[src/rtl/microp_pkg.sv]
// Shared types for the 8-bit microP sequencer: opcodes, FSM states,
// instruction field layout and immediate sign-extension helpers.
package microp_pkg;

    localparam int DATA_W = 8;

    typedef enum logic [1:0] {
        OP_ADD = 2'b00,
        OP_LW  = 2'b01,
        OP_SW  = 2'b10,
        OP_JMP = 2'b11
    } opcodeT;

    typedef enum logic [2:0] {
        FETCH  = 3'd0,
        DECODE = 3'd1,
        EXEC   = 3'd2,
        MEM    = 3'd3,
        WB     = 3'd4
    } seqStateT;

    typedef struct packed {
        opcodeT     op;
        logic [1:0] rs;
        logic [1:0] rt;
        logic [1:0] rd;
    } instrT;

    function automatic logic [1:0] imm2Of(instrT i);
        return i.rd;
    endfunction

    function automatic logic [5:0] imm6Of(instrT i);
        return {i.rs, i.rt, i.rd};
    endfunction

    // Results are 16 bits wide; callers size-cast down to their address width.
    function automatic logic [15:0] sext2(logic [1:0] imm);
        return {{14{imm[1]}}, imm};
    endfunction

    function automatic logic [15:0] sext6(logic [5:0] imm);
        return {{10{imm[5]}}, imm};
    endfunction

endpackage

[src/rtl/seq_pc_unit.sv]
// Program counter for the microP sequencer: holds pc, advances by one or by
// one plus a signed 6-bit jump offset; wraps modulo 2^PC_W.
module seq_pc_unit
    import microp_pkg::*;
#(
    parameter int PC_W = 8
) (
    input  logic            clk,
    input  logic            rst_n,
    input  logic            incEn,
    input  logic            jmpEn,
    input  logic [5:0]      imm6,
    output logic [PC_W-1:0] pc
);

    logic [PC_W-1:0] pcNext;

    always_comb begin
        pcNext = pc + PC_W'(1);
        if (jmpEn) pcNext = pc + PC_W'(1) + PC_W'(sext6(imm6));
    end

    always_ff @(posedge clk or negedge rst_n) begin
        if (!rst_n)              pc <= '0;
        else if (incEn || jmpEn) pc <= pcNext;
    end

endmodule

[src/rtl/instr_sequencer.sv]
// Fetch/decode/execute/writeback sequencer for the 8-bit microP, driving the
// 4x8 register file. Define SEQ_RETIRE_CNT_EN to add the retire_cnt output.
module instr_sequencer
    import microp_pkg::*;
#(
    parameter int PC_W   = 8,
    parameter int DMEM_W = 8
) (
    input  logic              clk,
    input  logic              rst_n,
    output logic [PC_W-1:0]   imem_addr,
    output logic              imem_req,
    input  logic              imem_valid,
    input  logic [7:0]        imem_data,
    output logic              RegWrite,
    output logic [1:0]        Read1,
    output logic [1:0]        Read2,
    output logic [1:0]        WriteR,
    output logic [7:0]        WriteD,
    input  logic [7:0]        ReadD1,
    input  logic [7:0]        ReadD2,
    output logic [DMEM_W-1:0] dmem_addr,
    output logic              dmem_we,
    output logic [7:0]        dmem_wdata,
    output logic              dmem_re,
    input  logic              dmem_valid,
    input  logic [7:0]        dmem_rdata,
    output logic [PC_W-1:0]   pc
`ifdef SEQ_RETIRE_CNT_EN
    ,
    output logic [15:0]       retire_cnt
`endif
);

    seqStateT          state, nextState;
    instrT             ir;
    logic [DATA_W-1:0] op1, op2, result;
    logic              armed;
    logic              incEn, jmpEn;
    logic [DMEM_W-1:0] memAddr;

    seq_pc_unit #(.PC_W(PC_W)) uPc (
        .clk   (clk),
        .rst_n (rst_n),
        .incEn (incEn),
        .jmpEn (jmpEn),
        .imm6  (imm6Of(ir)),
        .pc    (pc)
    );

    assign imem_addr = pc;
    assign Read1     = ir.rs;
    assign Read2     = ir.rt;
    assign memAddr   = DMEM_W'(op1) + DMEM_W'(sext2(imm2Of(ir)));

    always_comb begin
        // NOTE: every output gets a default first so no path leaves a latch behind.
        nextState  = state;
        imem_req   = 1'b0;
        RegWrite   = 1'b0;
        WriteR     = '0;
        WriteD     = '0;
        dmem_we    = 1'b0;
        dmem_re    = 1'b0;
        dmem_addr  = '0;
        dmem_wdata = '0;
        incEn      = 1'b0;
        jmpEn      = 1'b0;
        case (state)
            FETCH: begin
                imem_req = armed;
                if (armed && imem_valid) nextState = DECODE;
            end
            DECODE: nextState = EXEC;
            EXEC: begin
                case (ir.op)
                    OP_ADD: nextState = WB;
                    OP_LW:  nextState = MEM;
                    OP_SW: begin
                        dmem_we    = 1'b1;
                        dmem_addr  = memAddr;
                        dmem_wdata = op2;
                        incEn      = 1'b1;
                        nextState  = FETCH;
                    end
                    OP_JMP: begin
                        jmpEn     = 1'b1;
                        nextState = FETCH;
                    end
                    default: nextState = FETCH;
                endcase
            end
            MEM: begin
                dmem_re   = 1'b1;
                dmem_addr = memAddr;
                if (dmem_valid) nextState = WB;
            end
            WB: begin
                RegWrite  = 1'b1;
                WriteR    = (ir.op == OP_LW) ? ir.rt : ir.rd;
                WriteD    = result;
                incEn     = 1'b1;
                nextState = FETCH;
            end
            default: nextState = FETCH;
        endcase
    end

    // armed keeps imem_req low during reset; the first request follows release.
    always_ff @(posedge clk or negedge rst_n) begin
        if (!rst_n) begin
            state  <= FETCH;
            armed  <= 1'b0;
            ir     <= '0;
            op1    <= '0;
            op2    <= '0;
            result <= '0;
        end else begin
            // NOTE: non-blocking so every register samples pre-edge values.
            state <= nextState;
            armed <= 1'b1;
            if (state == FETCH && armed && imem_valid) ir <= instrT'(imem_data);
            if (state == DECODE) begin
                op1 <= ReadD1;
                op2 <= ReadD2;
            end
            if (state == EXEC && ir.op == OP_ADD) result <= op1 + op2;
            if (state == MEM && dmem_valid)       result <= dmem_rdata;
        end
    end

`ifdef SEQ_RETIRE_CNT_EN
    always_ff @(posedge clk or negedge rst_n) begin
        if (!rst_n)
            retire_cnt <= '0;
        else if (nextState == FETCH && (state == WB || state == EXEC))
            retire_cnt <= retire_cnt + 16'd1;
    end
`endif

endmodule

[config.mk]
export PLATFORM = sky130hd
export DESIGN_NAME = instr_sequencer
export DESIGN_NICKNAME = d
export VERILOG_FILES = /design/src/rtl/microp_pkg.sv /design/src/rtl/seq_pc_unit.sv /design/src/rtl/instr_sequencer.sv
export SDC_FILE = /design/constraint.sdc
export NUM_CORES = 1
export LEC_CHECK = 0
export ABC_AREA = 1
export BUFFER_PORTS_ARGS = -buffer_cell sky130_fd_sc_hd__buf_2
export CAP_MARGIN = 20
export CORE_ASPECT_RATIO = 0.75
export CORE_MARGIN = 2
export CORE_UTILIZATION = 30
export CTS_BUF_LIST = sky130_fd_sc_hd__clkbuf_4
export DETAILED_ROUTE_END_ITERATION = 10
export REMOVE_ABC_BUFFERS = 1
export SETUP_SLACK_MARGIN = 0.15
export SYNTH_ARGS = -nofsm -noshare
export SYNTH_HDL_FRONTEND = slang
export SYNTH_SLANG_ARGS = --single-unit
[constraint.sdc]
create_clock -name clk -period 2.6 [get_ports clk]
set_input_delay 0.26 -clock clk [delete_from_list [all_inputs] [get_ports clk]]
set_output_delay 0.26 -clock clk [all_outputs]
set_load 0.005 [all_outputs]
# After elaboration in Yosys (flattened, before gate mapping)
# Index checks and enable logic that the tools add are counted.
totals:
  regBits: 44
op_classes:
  addsub: 4
  eq_ne: 9
  muxes: 22
  reduce_logical: 11
ops:
  columns: ["cell", "count"]
  rows:
  - ["8-bit two-way mux", 7]
  - ["8-bit adder", 3]
  - ["8-bit case mux with 2 select lines", 1]
  - ["3-bit case mux with 4 select lines", 1]
  - ["3-bit case mux with 3 select lines", 1]
  - ["8-bit by 1-bit adder with 8-bit output (second input constant)", 1]
  - ["1-bit two-way mux", 7]
  - ["3-bit by 2-bit == test with 1-bit output (second input constant)", 2]
  - ["3-bit two-way mux", 2]
  - ["1-bit logical AND", 5]
  - ["2-bit == test (second input constant)", 2]
  - ["2-bit two-way mux", 2]
  - ["2-bit inequality test (second input constant)", 2]
  - ["3-bit by 1-bit == test with 1-bit output (second input constant)", 1]
  - ["3-bit == test (second input constant)", 1]
  - ["3-bit zero test", 1]
  - ["2-bit by 1-bit == test with 1-bit output (second input constant)", 1]
  - ["2-bit zero test", 1]
  - ["1-bit case mux with 2 select lines", 1]
  - ["2-bit AND reduction", 1]
  - ["2-bit nonzero test", 1]
  - ["2-bit OR reduction", 1]
  - ["1-bit logical OR", 1]

# Depth between registers and ports, before layout
logic_depth:
  word_depth: 4
  mapped_depth: 16

# Modules after synthesis
# A second synthesis with hierarchy kept.
unflattened:
  cells_unflattened: 443
  hier_area_um2: 3255.6
modules_own_cells:
  columns: ["module", "n_inst", "cells_each", "area_per_inst_um2", "seq_area_each_um2"]
  rows:
  - ["instr_sequencer", 1, 317, 2427.3, 900.9]
  - ["seq_pc_unit", 1, 126, 828.3, 200.2]

# Worst setup path before layout
# Ideal clock, no wire load.
synth_timing:
  kind: "reg2reg"
  from: "reg uPc.pc[1]"
  to: "reg uPc.pc[7]"
  setup_ns: 0.077
  t_arrival_ns: 1.995
  required_ns: 2.523
  slack_ns: 0.527
  path_stages_with_launch: 16
  n_path_buf: 0
  synth_period_minus_slack_ns: 2.073
  cell_sequence: "dfrtp_1 ha_1 nand2_1 nor2_1 inv_1 o21ai_0 inv_1 ha_1 nand2_1 inv_1 nand2_1 o21ai_0 inv_1 nand2_1 nand3_1 a21oi_1"
synth_between:
  elab_chain_len: 3
synth_rtl:
  columns: ["element", "line_no", "text"]
  rows:
  - ["start, declared", "seq_pc_unit.sv:13", "output logic [PC_W-1:0] pc"]
  - ["start signal, assigned", "seq_pc_unit.sv:25", "else if (incEn || jmpEn) pc <= pcNext;"]
  - ["8-bit by 1-bit adder with 8-bit output *", "seq_pc_unit.sv:19, seq_pc_unit.sv:20", null]
  - ["8-bit adder", "seq_pc_unit.sv:20", "if (jmpEn) pcNext = pc + PC_W'(1) + PC_W'(sext6(imm6));"]
  - ["8-bit two-way mux *", "seq_pc_unit.sv:20", null]
# Mark *: on every way between the ends. The rest lies on a longest branch, timed or not.
# A chain may end at the register's enable or synchronous reset.

# Final worst setup path
layout_timing:
  from: "reg ir[1] in the netlist's numbering"
  to: "out dmem_addr[6]"
layout_between:
  elab_chain_len: 3
layout_rtl:
  columns: ["element", "line_no", "text"]
  rows:
  - ["start, declared", "instr_sequencer.sv:36", "instrT ir;"]
  - ["start signal, assigned", "instr_sequencer.sv:122", "if (state == FETCH && armed && imem_valid) ir <= instrT'(imem_data);"]
  - ["8-bit adder *", "instr_sequencer.sv:54", "assign memAddr = DMEM_W'(op1) + DMEM_W'(sext2(imm2Of(ir)));"]
  - ["8-bit two-way mux", "instr_sequencer.sv:76", "case (ir.op)"]
  - ["8-bit case mux with 2 select lines *", "instr_sequencer.sv:69", "case (state)"]
  - ["end, declared", "instr_sequencer.sv:22", "output logic [DMEM_W-1:0] dmem_addr,"]
# Marked as above.

==> summary.md <==
| Metric | Value |
|---|---|
| Result of the run | `completed` |
| Warnings, synthesis | `0` |
| Clock transition at the registers of the reported paths | `~0.13 ns` |
| Htree depth | `2` |
| Worst Path Required | `2.34 ns` |
| Post-synthesis sequential area ratio | `0.334` |
| Cells after Synth | `roughly 430` |
| Most used cell, CP | `nand2_1` |
| Fmax | `approximately 0.43 GHz` |
| Clock Tree Root | `clkbuf_4` |
| Design area | `between 3000 and 4000 sq um` |
| Synthesized cell area | `between 3000 and 4000 sq um` |
| Slew HR | `0.378` |
| Routed vias/inst | `approximately 4.4` |
| Setup TNS | `0 ns` |
| Metal-1 WL | `approximately 4300 microns` |
| Crit path cell chain | `ha_1, a21oi_2, nand2_1, nand2_1, nand2_1, a21oi_1, xor2_1, nor2_1, buf_2` |
| Pre-CTS setup slack | `roughly 0.35 ns` |
| Top Family by Delay on Critical Path | `flip-flops` |
| Worst-skew pair later-pin latency | `~0.35 ns` |
| Min cycle time layout | `roughly 2.3 ns` |
| Layout area overhead | `19.8%` |
| CTS sink count | `44` |
| Global route total overflow | `0` |
| Die outline width | `between 100 and 150 microns` |
| All-Layer GR Usage | `0.138` |
| WP data arrival | `about 2.1 ns` |
| Largest net degree at the start of global routing | `45` |
| Worst path bufs/invs | `1` |
| Vias in the first global route | `2,715` |
| Measured slew at the worst slew-check pin | `0.931 ns` |
| WHS | `around 0.13 ns` |
| Maximum clock path buffer count | `2` |
| NumNets Final | `571` |
| CTS tree | `yes` |
| Average wire per standard cell | `~12 microns` |
| IO Pins | `86` |
| Critical-path top delay cell | `dfrtp_2` |
| Final Hold Viols | `0` |
| Die Area | `between 10,000 and 15,000 sq um` |
| Iter 0 DRT Violations | `roughly 110` |
| Kind of critical path | `reg2out` |
| Core Rows | `33` |
| Startpoint types | `register` |
| WL met2 | `3400 microns` |
| Via Count | `approximately 2,900` |
| Cts bufs inserted | `5` |
| Yosys top cell area share | `0.334` |
| First-pass GRT wire length | `approximately 13,000 microns` |
| Power Dens Cells | `around 1300 nW/um^2` |
| Core ar. | `10,800 sq um` |
| Tcrit/Tclk final | `0.903` |
| Initial antenna violation count | `0` |
| DP Cell Count | `between 600 and 700` |
| Remaining DRCs | `0` |
| Max-Cap Viols | `0` |
| Synth area leaders | `dfrtp_1, nand2_1, ha_1` |
| Hold crit path type | `in2reg` |
| Metal3 WL | `roughly 330 microns` |
| Design Power | `approximately 5.3 mW` |
| Lkg Pwr | `2.19 nW` |
| Post-synth top area cell | `dfrtp_1` |
| Finished Layout Cells | `650` |
| Crit-path max cell delay | `roughly 0.47 ns` |
| Diode count | `0` |
| Avg Cell Area, Syn | `7.76 sq um` |
| Final WS setup | `around 0.25 ns` |
| I/O Buffers | `between 80 and 90` |
| Cell variety after synth | `41` |
| Die H | `about 95 microns` |
| DP Area | `between 3000 and 4000 sq um` |
| DRT Wirelength | `about 8000 microns` |
| Share of cells above drive strength 1 | `0.282` |
| Crit. End Element | `output pin` |
| Final Max Tran Viols | `0` |
| DRT antenna net count | `0` |
| Layout Skew | `0.00537 ns` |
| Initial Util | `0.305` |
| Synth Register Bits | `44` |
| Largest fanout on the critical path | `6` |
| Peak VDD IR | `around 540 uV` |
| First-pass detailed-route iteration total | `4` |
| Final setup viols | `0` |
| Highest metal used | `met4` |
| RSZ-0062 raised after global routing | `true` |
| DP Wirelength | `around 6400 microns` |
| Routability cong. | `approximately 0.85` |
| Final Util | `0.365` |
==> registers in the layout, summed over array words and instances (netlist names) <==
name and count:
result 8, Read1 2, op1 8, state 3, ir 4, uPc.pc 8
Read2 2, armed 1, op2 8
==> cells in the mapped netlist, drive strengths merged <==
cell type	instances
a211oi	1
a21o	3
a21oi	31
a22oi	2
a31o	1
a31oi	3
buf	17
clkinv	1
conb	1
dfrtp	44
fa	3
ha	23
inv	71
mux2	11
nand2	86
nand3	24
nand3b	2
nand4	3
nor2	60
nor3	1
nor3b	1
o211ai	6
o21ai	13
o21bai	2
o22ai	1
o31ai	1
or2	1
xnor2	5
xor2	7
==> worst reg2reg max path: cells and delay by family (launching register included) <==
family / cells / cell delay (ns)
simple gates: 5 / 0.64
flops: 1 / 0.41
compound gates: 3 / 0.34
fa+ha+maj: 1 / 0.29
buf+inv: 3 / 0.23
xor+xnor: 1 / 0.22
==> cells in the final DEF (no fill, tap or decap), types with 4 or more instances in the layout <==
cell	n
ha_1	22
o21ai_1	4
buf_4	7
buf_2	85
xor2_1	6
mux2_2	11
xnor2_1	4
nor2_1	53
a21oi_1	29
inv_2	7
dfrtp_1	43
o21ai_0	9
o211ai_1	6
clkbuf_4	7
nand2_1	84
nor2_4	4
inv_1	64
nand3_1	22
==> logic make-up (layout without fill, tap and decap cells) <==
| kind of cell | Yosys count | in the layout | share of synthesized area |
|---|---|---|---|
| other | 1 | 1 | 0.00114 |
| multiplexers | 11 | 11 | 0.0376 |
| AO/OA/AOI/OAI | 64 | 64 | 0.117 |
| XOR/XNOR | 12 | 12 | 0.0319 |
| adder cells (fa/ha/maj) | 26 | 26 | 0.106 |
| flip-flops | 44 | 44 | 0.334 |
| buffers and inverters | 89 | 174 | 0.125 |
| AND/OR/NAND/NOR | 178 | 178 | 0.247 |
==> metal layers <==
metal | vias to the layer above | GRT usage
li1 | 1515 | -
met1 | 1294 | 0.210
met2 | 64 | 0.207
met3 | 6 | 0.0215
met4 | 0 | 0.0306
met5 | - | 0
==> worst paths after layout <==
check	start	endpoint	slack (ns)	depth (start not counted)
worst min register to register	result[7]	result[7]	0.51	2
max in group asynchronous	rst_n	ir[7]	1.70	3
worst min-delay path	imem_data[2]	Read2[0]	0.13	2
worst max register to register	uPc.pc[0]	uPc.pc[7]	0.41	13
worst max-delay path	ir[1]	dmem_addr[6]	0.25	9
min in group asynchronous	rst_n	op2[7]	0.40	2
==> layout make-up <==
cell class                 count  area (sq um)
clock buffer                   7          52.6
clock inverter                 1          8.76
fill                        1167          6870
inverter                      72           274
multi-input combinational    292          1820
sequential                    44          1100
tap                          140           175
timing repair buffer          94           515
==> repair_timing <==
action,in CTS,in global routing
setup endpoints to repair,1,5
endpoints found under the hold margin,0,20
resized for setup,1,9
pin swaps,0,2
hold buffers,0,1
setup buffers,1,5
==> where the power goes <==
group	leakage, nW	total, mW	switching, mW	internal, mW
Sequential	0.512	1.33	0.327	1.01
Combinational	1.64	3.62	2.06	1.55
Clock	0.0363	0.356	0.226	0.130
Total	2.19	5.31	2.62	2.69
No activity file was read; power rests on OpenSTA's default activity.
